File: src/rtl/prio_arb_enc.sv
// Registered N-way priority encoder/arbiter with fixed or round-robin selection.
// The winning index is held behind a valid/ready handshake until the consumer takes it.
module prio_arb_enc #(
  parameter  int unsigned N     = 8,
  localparam int unsigned IDX_W = (N > 1) ? $clog2(N) : 1
) (
  input  logic             clk,
  input  logic             rst_n,
  input  logic             ena,
  input  logic             mode,
  input  logic [N-1:0]     req,
  output logic             any_req,
  output logic             gnt_valid,
  input  logic             gnt_ready,
  output logic [IDX_W-1:0] gnt_idx,
  output logic [N-1:0]     gnt_onehot,
  output logic [IDX_W-1:0] rr_ptr
);

  logic             r_valid;
  logic [IDX_W-1:0] r_idx;
  logic [N-1:0]     r_onehot;
  logic [IDX_W-1:0] r_rr_ptr;

  logic             w_any;
  logic             w_capture;
  logic [IDX_W-1:0] w_fix_idx;
  logic [IDX_W-1:0] w_rr_idx;
  logic [IDX_W-1:0] w_rr_pos;
  logic [IDX_W-1:0] w_sel_idx;

  assign w_any     = |req;
  assign w_capture = ena & w_any & (~r_valid | gnt_ready);

  // Fixed priority: the last set bit seen in an ascending scan is the highest.
  always_comb begin
    w_fix_idx = '0;
    for (int i = 0; i < N; i++) begin
      if (req[i]) w_fix_idx = IDX_W'(i);
    end
  end

  // Round-robin: scan from the far end of the search order so the nearest
  // set bit at or below rr_ptr (with wrap) is written last.
  always_comb begin
    w_rr_idx = '0;
    w_rr_pos = '0;
    for (int k = N - 1; k >= 0; k--) begin
      w_rr_pos = IDX_W'((int'(r_rr_ptr) + int'(N) - k) % int'(N));
      if (req[w_rr_pos]) w_rr_idx = w_rr_pos;
    end
  end

  assign w_sel_idx = mode ? w_rr_idx : w_fix_idx;

  always_ff @(posedge clk or negedge rst_n) begin
    if (!rst_n) begin
      r_valid  <= 1'b0;
      r_idx    <= '0;
      r_onehot <= '0;
      r_rr_ptr <= IDX_W'(N - 1);
    end else if (w_capture) begin
      r_valid  <= 1'b1;
      r_idx    <= w_sel_idx;
      r_onehot <= N'(1) << w_sel_idx;
      if (mode) begin
        r_rr_ptr <= (w_sel_idx == '0) ? IDX_W'(N - 1) : w_sel_idx - IDX_W'(1);
      end
    end else if (r_valid && gnt_ready) begin
      r_valid  <= 1'b0;
      r_onehot <= '0;
    end
  end

  assign any_req    = w_any;
  assign gnt_valid  = r_valid;
  assign gnt_idx    = r_idx;
  assign gnt_onehot = r_onehot;
  assign rr_ptr     = r_rr_ptr;

endmodule
File: config.mk
export PLATFORM = sky130hd
export DESIGN_NAME = prio_arb_enc
export DESIGN_NICKNAME = d
export VERILOG_FILES = /design/src/rtl/prio_arb_enc.sv
export SDC_FILE = /design/constraint.sdc
export NUM_CORES = 1
export LEC_CHECK = 0
export BUFFER_PORTS_ARGS = -buffer_cell sky130_fd_sc_hd__clkbuf_2
export CORE_UTILIZATION = 30
export CTS_BUF_LIST = sky130_fd_sc_hd__clkbuf_8
export CTS_CLUSTER_SIZE = 24
export DETAILED_ROUTE_END_ITERATION = 8
export GPL_ROUTABILITY_DRIVEN = 0
export PLACE_DENSITY = 0.49
export SLEW_MARGIN = 0
export SYNTH_ARGS = -nofsm -noshare
export SYNTH_HDL_FRONTEND = slang
export SYNTH_SLANG_ARGS = --single-unit
File: constraint.sdc
create_clock -name clk -period 4.8 [get_ports clk]
set_input_delay 0.24 -clock clk [delete_from_list [all_inputs] [get_ports clk]]
set_output_delay 0.24 -clock clk [all_outputs]
set_load 0.05 [all_outputs]
; ---- After elaboration in Yosys (flattened, before gate mapping)
; Cells that the tools add are included.
; Widths: inputs -> output; s select.
[totals]
ff_bits = 15
latchBits = 0
ram_bits = 0
mem_bits_ro = 0
in_bits = 13
output_inout_bits = 16
wordCells = 68
memories = 0
[op_classes]
n_addsub = 9
n_mul = 0
div = 0
n_lt_le_gt_ge = 8
n_eq_ne = 0
n_shift = 1
mux = 37
bitwise_logic = 4
reduce_logical = 5
[op_table]
columns = cell, n
row1 = $mux 3, 15
row2 = $lt 3x4->1 const B, 8
row3 = $bmux 1 s3, 8
row4 = $mux 8, 2
row5 = $sub 3x3->3 const B, 4
row6 = $mux 1, 11
row7 = $reduce_or 8->1, 1
row8 = $shl 1x3->8 const A, 1
row9 = $sub 3x1->3 const B, 2
row10 = $sub 3x2->3 const B, 2
row11 = $add 3x1->3 const B, 1
row12 = $logic_not 3->1, 1
row13 = $and 1x1->1, 2
row14 = $mux 2, 1
row15 = $reduce_and 2->1, 1
row16 = $reduce_bool 2->1, 1
row17 = $logic_and 1x1->1, 1
row18 = $not 1->1, 1
row19 = $or 1x1->1, 1

; ---- Depth between registers and ports, before layout
; Gate-level depths: netlist (run 1).
[depth]
depth_word = 15
depth_mapped = 15
ltp_nobuf = 12

; ---- Worst setup path before layout (run 1)
; No wires, ideal clock.
[synth_path]
kind = register to register
from = reg r_rr_ptr[0], in the netlist rr_ptr[0]
to = reg r_rr_ptr[2], in the netlist rr_ptr[2]
setup_ns = 0.083
t_arrival_ns = 3.912
required_ns = 4.717
path_slack_ns = 0.805
stages_incl_launch_ff = 16
n_path_buf = 3
synth_period_minus_slack_ns = 3.995
cell_sequence = dfstp_2 > buf_6 > buf_2 > inv_1 > ha_1 > clkbuf_1 > mux4_2 > mux2i_2 > nor3b_1 > a211o_1 > a221oi_2 > inv_1 > ha_1 > nor3b_1 > and3_1 > o31ai_1
[synth_via]
elab_chain_cells = 15
word_cells_on_any_way = 36
cone_classes = add/sub (9) / mux (26) / reduce/logical (1)
[synth_rtl]
columns = item, line_no
row1 = from (decl), 23  ; logic [IDX_W-1:0] r_rr_ptr;
row2 = from (signal assigned), 61  ; r_rr_ptr <= IDX_W'(N - 1);
row3 = from (signal assigned), 67  ; r_rr_ptr <= (w_sel_idx == '0) ? IDX_W'(N - 1) : w_sel_idx - IDX_W'(1);
row4 = $add 3x1->3 *, 49  ; w_rr_pos = IDX_W'((int'(r_rr_ptr) + int'(N) - k) % int'(N));
row5 = $sub 3x1->3, 49
row6 = $bmux 1 s3, 50  ; if (req[w_rr_pos]) w_rr_idx = w_rr_pos;
row7 = $mux 1 (implied by the code), 50
row8 = $mux 3 (7 in series), 50
row9 = $mux 3 *, 50
row10 = $mux 3 *, 54  ; assign w_sel_idx = mode ? w_rr_idx : w_fix_idx;
row11 = via w_sel_idx[0], 30  ; logic [IDX_W-1:0] w_sel_idx;
row12 = $sub 3x1->3 or $logic_not 3->1 (tied branches), 67
row13 = $mux 3 *, 67
; The timed path passes the listed nets; every way through them passes the cells marked *. The select of a mux whose other input is x is not followed.
; A chain may end at the register's enable or synchronous reset.

; ---- Worst setup path after layout (run 1)
[layout_path]
from = reg r_rr_ptr[1], in the netlist rr_ptr[1]
to = reg r_rr_ptr[2], in the netlist rr_ptr[2]
; The elaborated chain is that of the path after synthesis.

==> impl_results.md, run 1 <==
* Routed WL at 4260 um
* Largest net degree at the start of global routing at 21
* Clk pin slew, worst setup/hold paths at 0.06 ns
* Post-detail-place hpwl at 3290 um
* R2R cell count at 12
* Worst-margin pin slew at 0.668 ns
* Clock sink count at 15
* Mux contribution to synthesized area at 0.221
* Share of layout cells above drive strength 1 at 0.311
* Final setup vio count at 0
* Post-synthesis sequential area ratio at 0.234
* Crit Path Class: reg2reg
* Die Y at about 75 um
* Worst-Skew Late Latency at 0.25 ns
* CTS Buffer Depth at 2
* Tmin final at roughly 4.1 ns
* Initial Util at 0.315
* Util after Layout at 0.365
* First-pass iteration count of the detailed router at 4
* Status: finished clean
* Ant diodes at 0
* DR vias at 1507
* XOR/XNOR Fraction of Synth Area at 0.0162
* Cell count after synthesis at 166
* Largest family of logic cells by synthesized area: compound AO/OA/AOI/OAI gates
* Syn. warnings at 0
* FMAX at 0.241 GHz
* Yosys reg bits at 15
* GRT Resource Usage Total at 0.159
* Clock Tree Root: clkbuf_8
* WP data required at 4.98 ns
* Final Cycle Share at 0.864
* Startpoint type of the worst setup path: register
* Core area at 0.00514 mm^2
* Avg Cell Area, Syn at 9.75 um^2
* Syn nets at ~190
* # Max-Cap Violations at 0
* Htree depth at 1
* Overflow after GRT at 0
* Die W at 75.4 um
* Critical path capture point type: register
* First-pass GRT wire length at 6880 um
* Endpoints failing hold at 0
* Top_reg_cell synth: dfrtp_1
* Relative slew slack at 0.555
* Adder-cell share of the synthesized area at 0.0541
* Vias in the first global route at 1399
* IO buf count at 28
* Initial drt markers at 108
* Most frequent cells in the layout: clkbuf_2 (28), inv_1 (12), dfrtp_1 (12)
* Fin Setup TNS at 0 ns
* FP Rows at 26
* CTS buffer count at 3
* WHS Path Cells at 2
* Initial antenna violation count at 0
* Area grow syn2layout at 16.1%
* IO Count at 29
* Cell Area, Synth at 0.00162 mm^2
* Placed Cells at 258
* Routed wire per std cell at 16.2 um
* DR vias/cell at between 5 and 6
* Post-synthesis cell type count at 56
* Post-synth EDFFs at 0
* Hold Crit Class: in2reg
* Fillcell total at 558
* Number of nets with antenna violations after routing at 0
* Commonest non-fill, non-tap cell in the layout: clkbuf_2
* Crit path max fanout at 15
* DRC Markers at 0
* Compound-Gate Fraction of Synth Area at 0.304
* Simple-gate area share of the yosys netlist at 0.116
* Critical Path AT at 4.32 ns
* Final Max Slew Viols at 0
* Synth async-reset ratio at 1.00
* RSZ-0062 raised after global routing: no
* CTS tree: built
* Die ar. at 0.00569 mm^2
* Nets at 214
* Clk_skew at 0.00275 ns
* Final cell count without fillers at 263
[cell usage after synthesis, types with 2 or more instances]
cell      number  share of area
dfrtp_1       12           0.19
inv_1         12          0.028
a21oi_1       11          0.034
mux4_2        10           0.14
nand2_1       10          0.023
a32o_1         8          0.049
nor2_1         8          0.019
ha_1           7          0.054
clkbuf_1       6          0.014
a22oi_1        5          0.023
mux2_2         5          0.035
o21ai_0        5          0.015
mux2i_1        4          0.025
a21o_1         3          0.014
and2_1         3          0.012
dfstp_2        3          0.049
nand3_1        3         0.0093
nor4_1         3          0.012
xnor2_1        3          0.016
a221o_1        2          0.012
a221oi_1       2          0.011
a22o_1         2          0.011
mux2_1         2          0.014
nor2b_1        2         0.0077
nor3_1         2         0.0062
nor3b_1        2         0.0093
o21a_1         2         0.0093
[stage by stage]
step                      setup slack [ns]  hold slack (ns)  instance area (um^2)
after floorplan                      0.805          -0.0556                  1620
after global placement               0.863            0.169                  1820
after detailed placement             0.710            0.176                  1820
after CTS                            0.694            0.210                  1880
after global routing                 0.353            0.226                  1880
final                                0.654            0.212                  1880
[cells by family after synthesis]
family                   Yosys count
adder cells (fa/ha/maj)            7
flip-flops                        15
buffers and inverters             21
AND/OR/NAND/NOR                   37
AO/OA/AOI/OAI                     61
XOR/XNOR                           3
multiplexers                      22
[worst paths after layout]
path / from / endpoint / slack, ns
worst min register to register: gnt_onehot[0] / gnt_onehot[0] / 0.49
worst max-delay path: rr_ptr[1] / rr_ptr[2] / 0.65
max in group asynchronous: rst_n / rr_ptr[0] / 4.06
worst min-delay path: gnt_ready / gnt_valid / 0.21
worst max register to register: rr_ptr[1] / rr_ptr[2] / 0.65
min in group asynchronous: rst_n / gnt_onehot[2] / 0.44
[worst max-delay path, cell delays in order, from the launching register on]
cell and delay, ns:
dfstp_2 0.71, clkinv_1 0.32, ha_1 0.53, mux4_2 0.59, mux2i_2 0.31, nor3b_1 0.10, a211o_1 0.24, a221oi_2 0.41
inv_1 0.15, ha_1 0.27, nor3b_1 0.21, and3_1 0.17, o31ai_1 0.06
[routing by layer]
layer / vias to the layer above / routed length [um] / track usage
met5: - / 0 / 0
met4: 0 / 39 / 0.0453
met3: 4 / 167 / 0.0119
met2: 42 / 2060 / 0.269
met1: 747 / 1980 / 0.219
li1: 714 / - / -
[cell type report]
| cell class | count | area, um^2 | share of cell area |
|---|---|---|---|
| multi-input cells | 130 | 1150 | 0.613 |
| flip-flops and latches | 15 | 379 | 0.202 |
| repair buffers | 31 | 165 | 0.0879 |
| well taps | 70 | 87.6 | 0.0466 |
| inverters | 13 | 48.8 | 0.0260 |
| clock buffers | 3 | 41.3 | 0.0220 |
| clock inverters | 1 | 5.00 | 0.00266 |
[flip-flops by register name, indices dropped and copies added, names as in the netlist]
signal,cells
gnt_idx,3
rr_ptr,3
gnt_onehot,8
gnt_valid,1
[timing repair]
action	4_1_cts	5_1_grt
endpoints found under the hold margin	12	0
setup buffers	0	0
hold buffers	1	0
resized for setup	0	0
Power of run 1 is left out: the tool's default activity adds up to more than one toggle a clock period on the data nets, which glitch-free logic cannot reach.
==> inputs of run 2 (changes only) <==
CELL_PAD_IN_SITES_DETAIL_PLACEMENT = 1   (was default)
CELL_PAD_IN_SITES_GLOBAL_PLACEMENT = 1   (was default)
PLACE_DENSITY = 0.6   (was 0.49)
==> run 2 against run 1 <==
  * Cell area is essentially flat
  * Non-clock buffer count is the same
  * Core utilization is essentially flat
  * Die area is the same
  * Count of clock-buffer cells in the layout is the same
  * Clock skew shrank 0.00066 ns
  * Global-route usage grew 2.6 points
  * Hold slack gained 0.0052 ns
  * Wire length grew 14%
  * Fmax shrank 3.7%
  * Critical endpoint unchanged
==> impl_results.md, run 2 (synthesis results as in run 1) <==
* Status: finished clean
* DR vias at roughly 1.6k
* RSZ-0062 raised after global routing: no
* Final setup margin at 0.493 ns
* Critical path capture point type: register
* Final Max Slew Viols at 0
* Most frequent cells in the layout: clkbuf_2 (28), inv_1 (13), dfrtp_1 (12)
* WHS Path Cells at 2
* Vias in the first global route at 1647
* Core area at 0.00514 mm^2
* Placement Setup Slack at 0.528 ns
* Die W at ~75 um
* Clock Tree Root: clkbuf_8
* Worst setup path startpoint: rr_ptr[1]
* Commonest non-fill, non-tap cell in the layout: clkbuf_2
* CTS buffer count at 3
* Slowest cell delay on critical path at 0.73 ns
* Initial Util at 0.315
* WP data required at 4.97 ns
* Fin Setup TNS at 0 ns
* IO buf count at 28
* Hold EP: gnt_valid
* Post-detail-place hpwl at 3820 um
* # Max-Cap Violations at 0
* Ant diodes at 0
* Die Y at 75.4 um
* FP Rows at 26
* Endpoints failing hold at 0
* Clk pin slew, worst setup/hold paths at 0.06 ns
* Die ar. at 0.00569 mm^2
* Crit path max fanout at 15
* Crit-path slowest cell: dfstp_2
* Worst-Skew Late Latency at 0.25 ns
* Hold Crit Class: in2reg
* CTS tree: built
* Share of layout cells above drive strength 1 at 0.306
* Initial drt markers at 59
* First-pass iteration count of the detailed router at 4
* Area grow syn2layout at 16.0%
* Overflow after GRT at 0
* Routed WL at 4830 um
* Fillcell total at roughly 640
* Initial antenna violation count at 0
* FMAX at around 0.23 GHz
* Number of nets with antenna violations after routing at 0
* Util after Layout at 0.365
* Nets at 214
* Max reg flops at 8
* Clk_skew at 0.00209 ns
* Startpoint type of the worst setup path: register
* DRC Markers at 0
* Worst-margin pin slew at between 0.7 and 0.8 ns
* R2R cell count at 12
* CTS Buffer Depth at 2
* Critical-path cell list: clkinv_1 > ha_1 > mux4_2 > mux2i_2 > nor3b_1 > a211o_1 > a221oi_2 > inv_1 > ha_1 > nor3b_1 > and3_1 > o31ai_1
* Largest net degree at the start of global routing at 21
* Crit Path Class: reg2reg
* Final Cycle Share at 0.897
* Routed wire per std cell at 18.4 um
* Critical Path AT at between 4 and 5 ns
* Htree depth at 1
* Clock sink count at 15
* IO Count at 29
* Worst hold slack at 0.217 ns
* Tmin final at approximately 4.3 ns
* R2r setup slk at 0.49 ns
* Hold Startpoint: gnt_ready
* Relative slew slack at 0.531
* Worst reg2reg path startpoint: rr_ptr[1]
* DR vias/cell at 6.05
* Worst R2R End: rr_ptr[2]
* GRT Resource Usage Total at 0.185
* Final setup vio count at 0
* First-pass GRT wire length at about 8000 um
-- run 2: cell count changes in the layout (fill, tap and decap cells not counted) --
cell,before,now
clkinv_2,1,0
inv_1,12,13
-- run 2: per-stage QoR --
stage	instances	cell area [um^2]
floorplan	166	1620
global placement	258	1820
detailed placement	258	1820
CTS	263	1880
global route	263	1880
finish	263	1880
-- run 2: worst max path at each step --
stage                 to  slack, ns  depth (start not counted)
3_5_place_dp   rr_ptr[2]       0.53                         12
5_1_grt        rr_ptr[2]       0.25                         12
2_1_floorplan  rr_ptr[2]       0.81                         15
4_1_cts        rr_ptr[2]       0.52                         12
3_3_place_gp   rr_ptr[2]       0.84                         12
6_report       rr_ptr[2]       0.49                         12
-- run 2: layout make-up --
class	instances	area [um^2]	share of cell area
tap	70	87.6	0.0467
multi-input combinational	130	1150	0.613
sequential	15	379	0.202
clock inverter	1	3.75	0.00200
inverter	13	48.8	0.0260
clock buffer	3	41.3	0.0220
timing repair buffer	31	165	0.0880
-- run 2: layer usage --
layer	vias up	wire length [um]	GRT usage
met2	35	2440	0.330
met4	0	81	0.0556
met1	836	2180	0.238
met5	-	0	0
li1	714	-	-
met3	7	134	0.0185
-- run 2: critical path: cells and delay by family, from the launching register on --
family	cells	cell delay, ns
buffers and inverters	2	0.48
and+or+nand+nor	3	0.55
DFF	1	0.73
adders and majority gates	2	0.83
AOI/OAI and AO/OA	3	0.72
muxes	2	0.94
-- run 2: repair_timing --
| item | in CTS | in global routing |
|---|---|---|
| buffers inserted | 0 | 0 |
| hold endpoints to repair | 12 | 0 |
| hold buffers | 1 | 0 |
| resized for setup | 0 | 0 |
Power of run 2 is left out for the same reason.
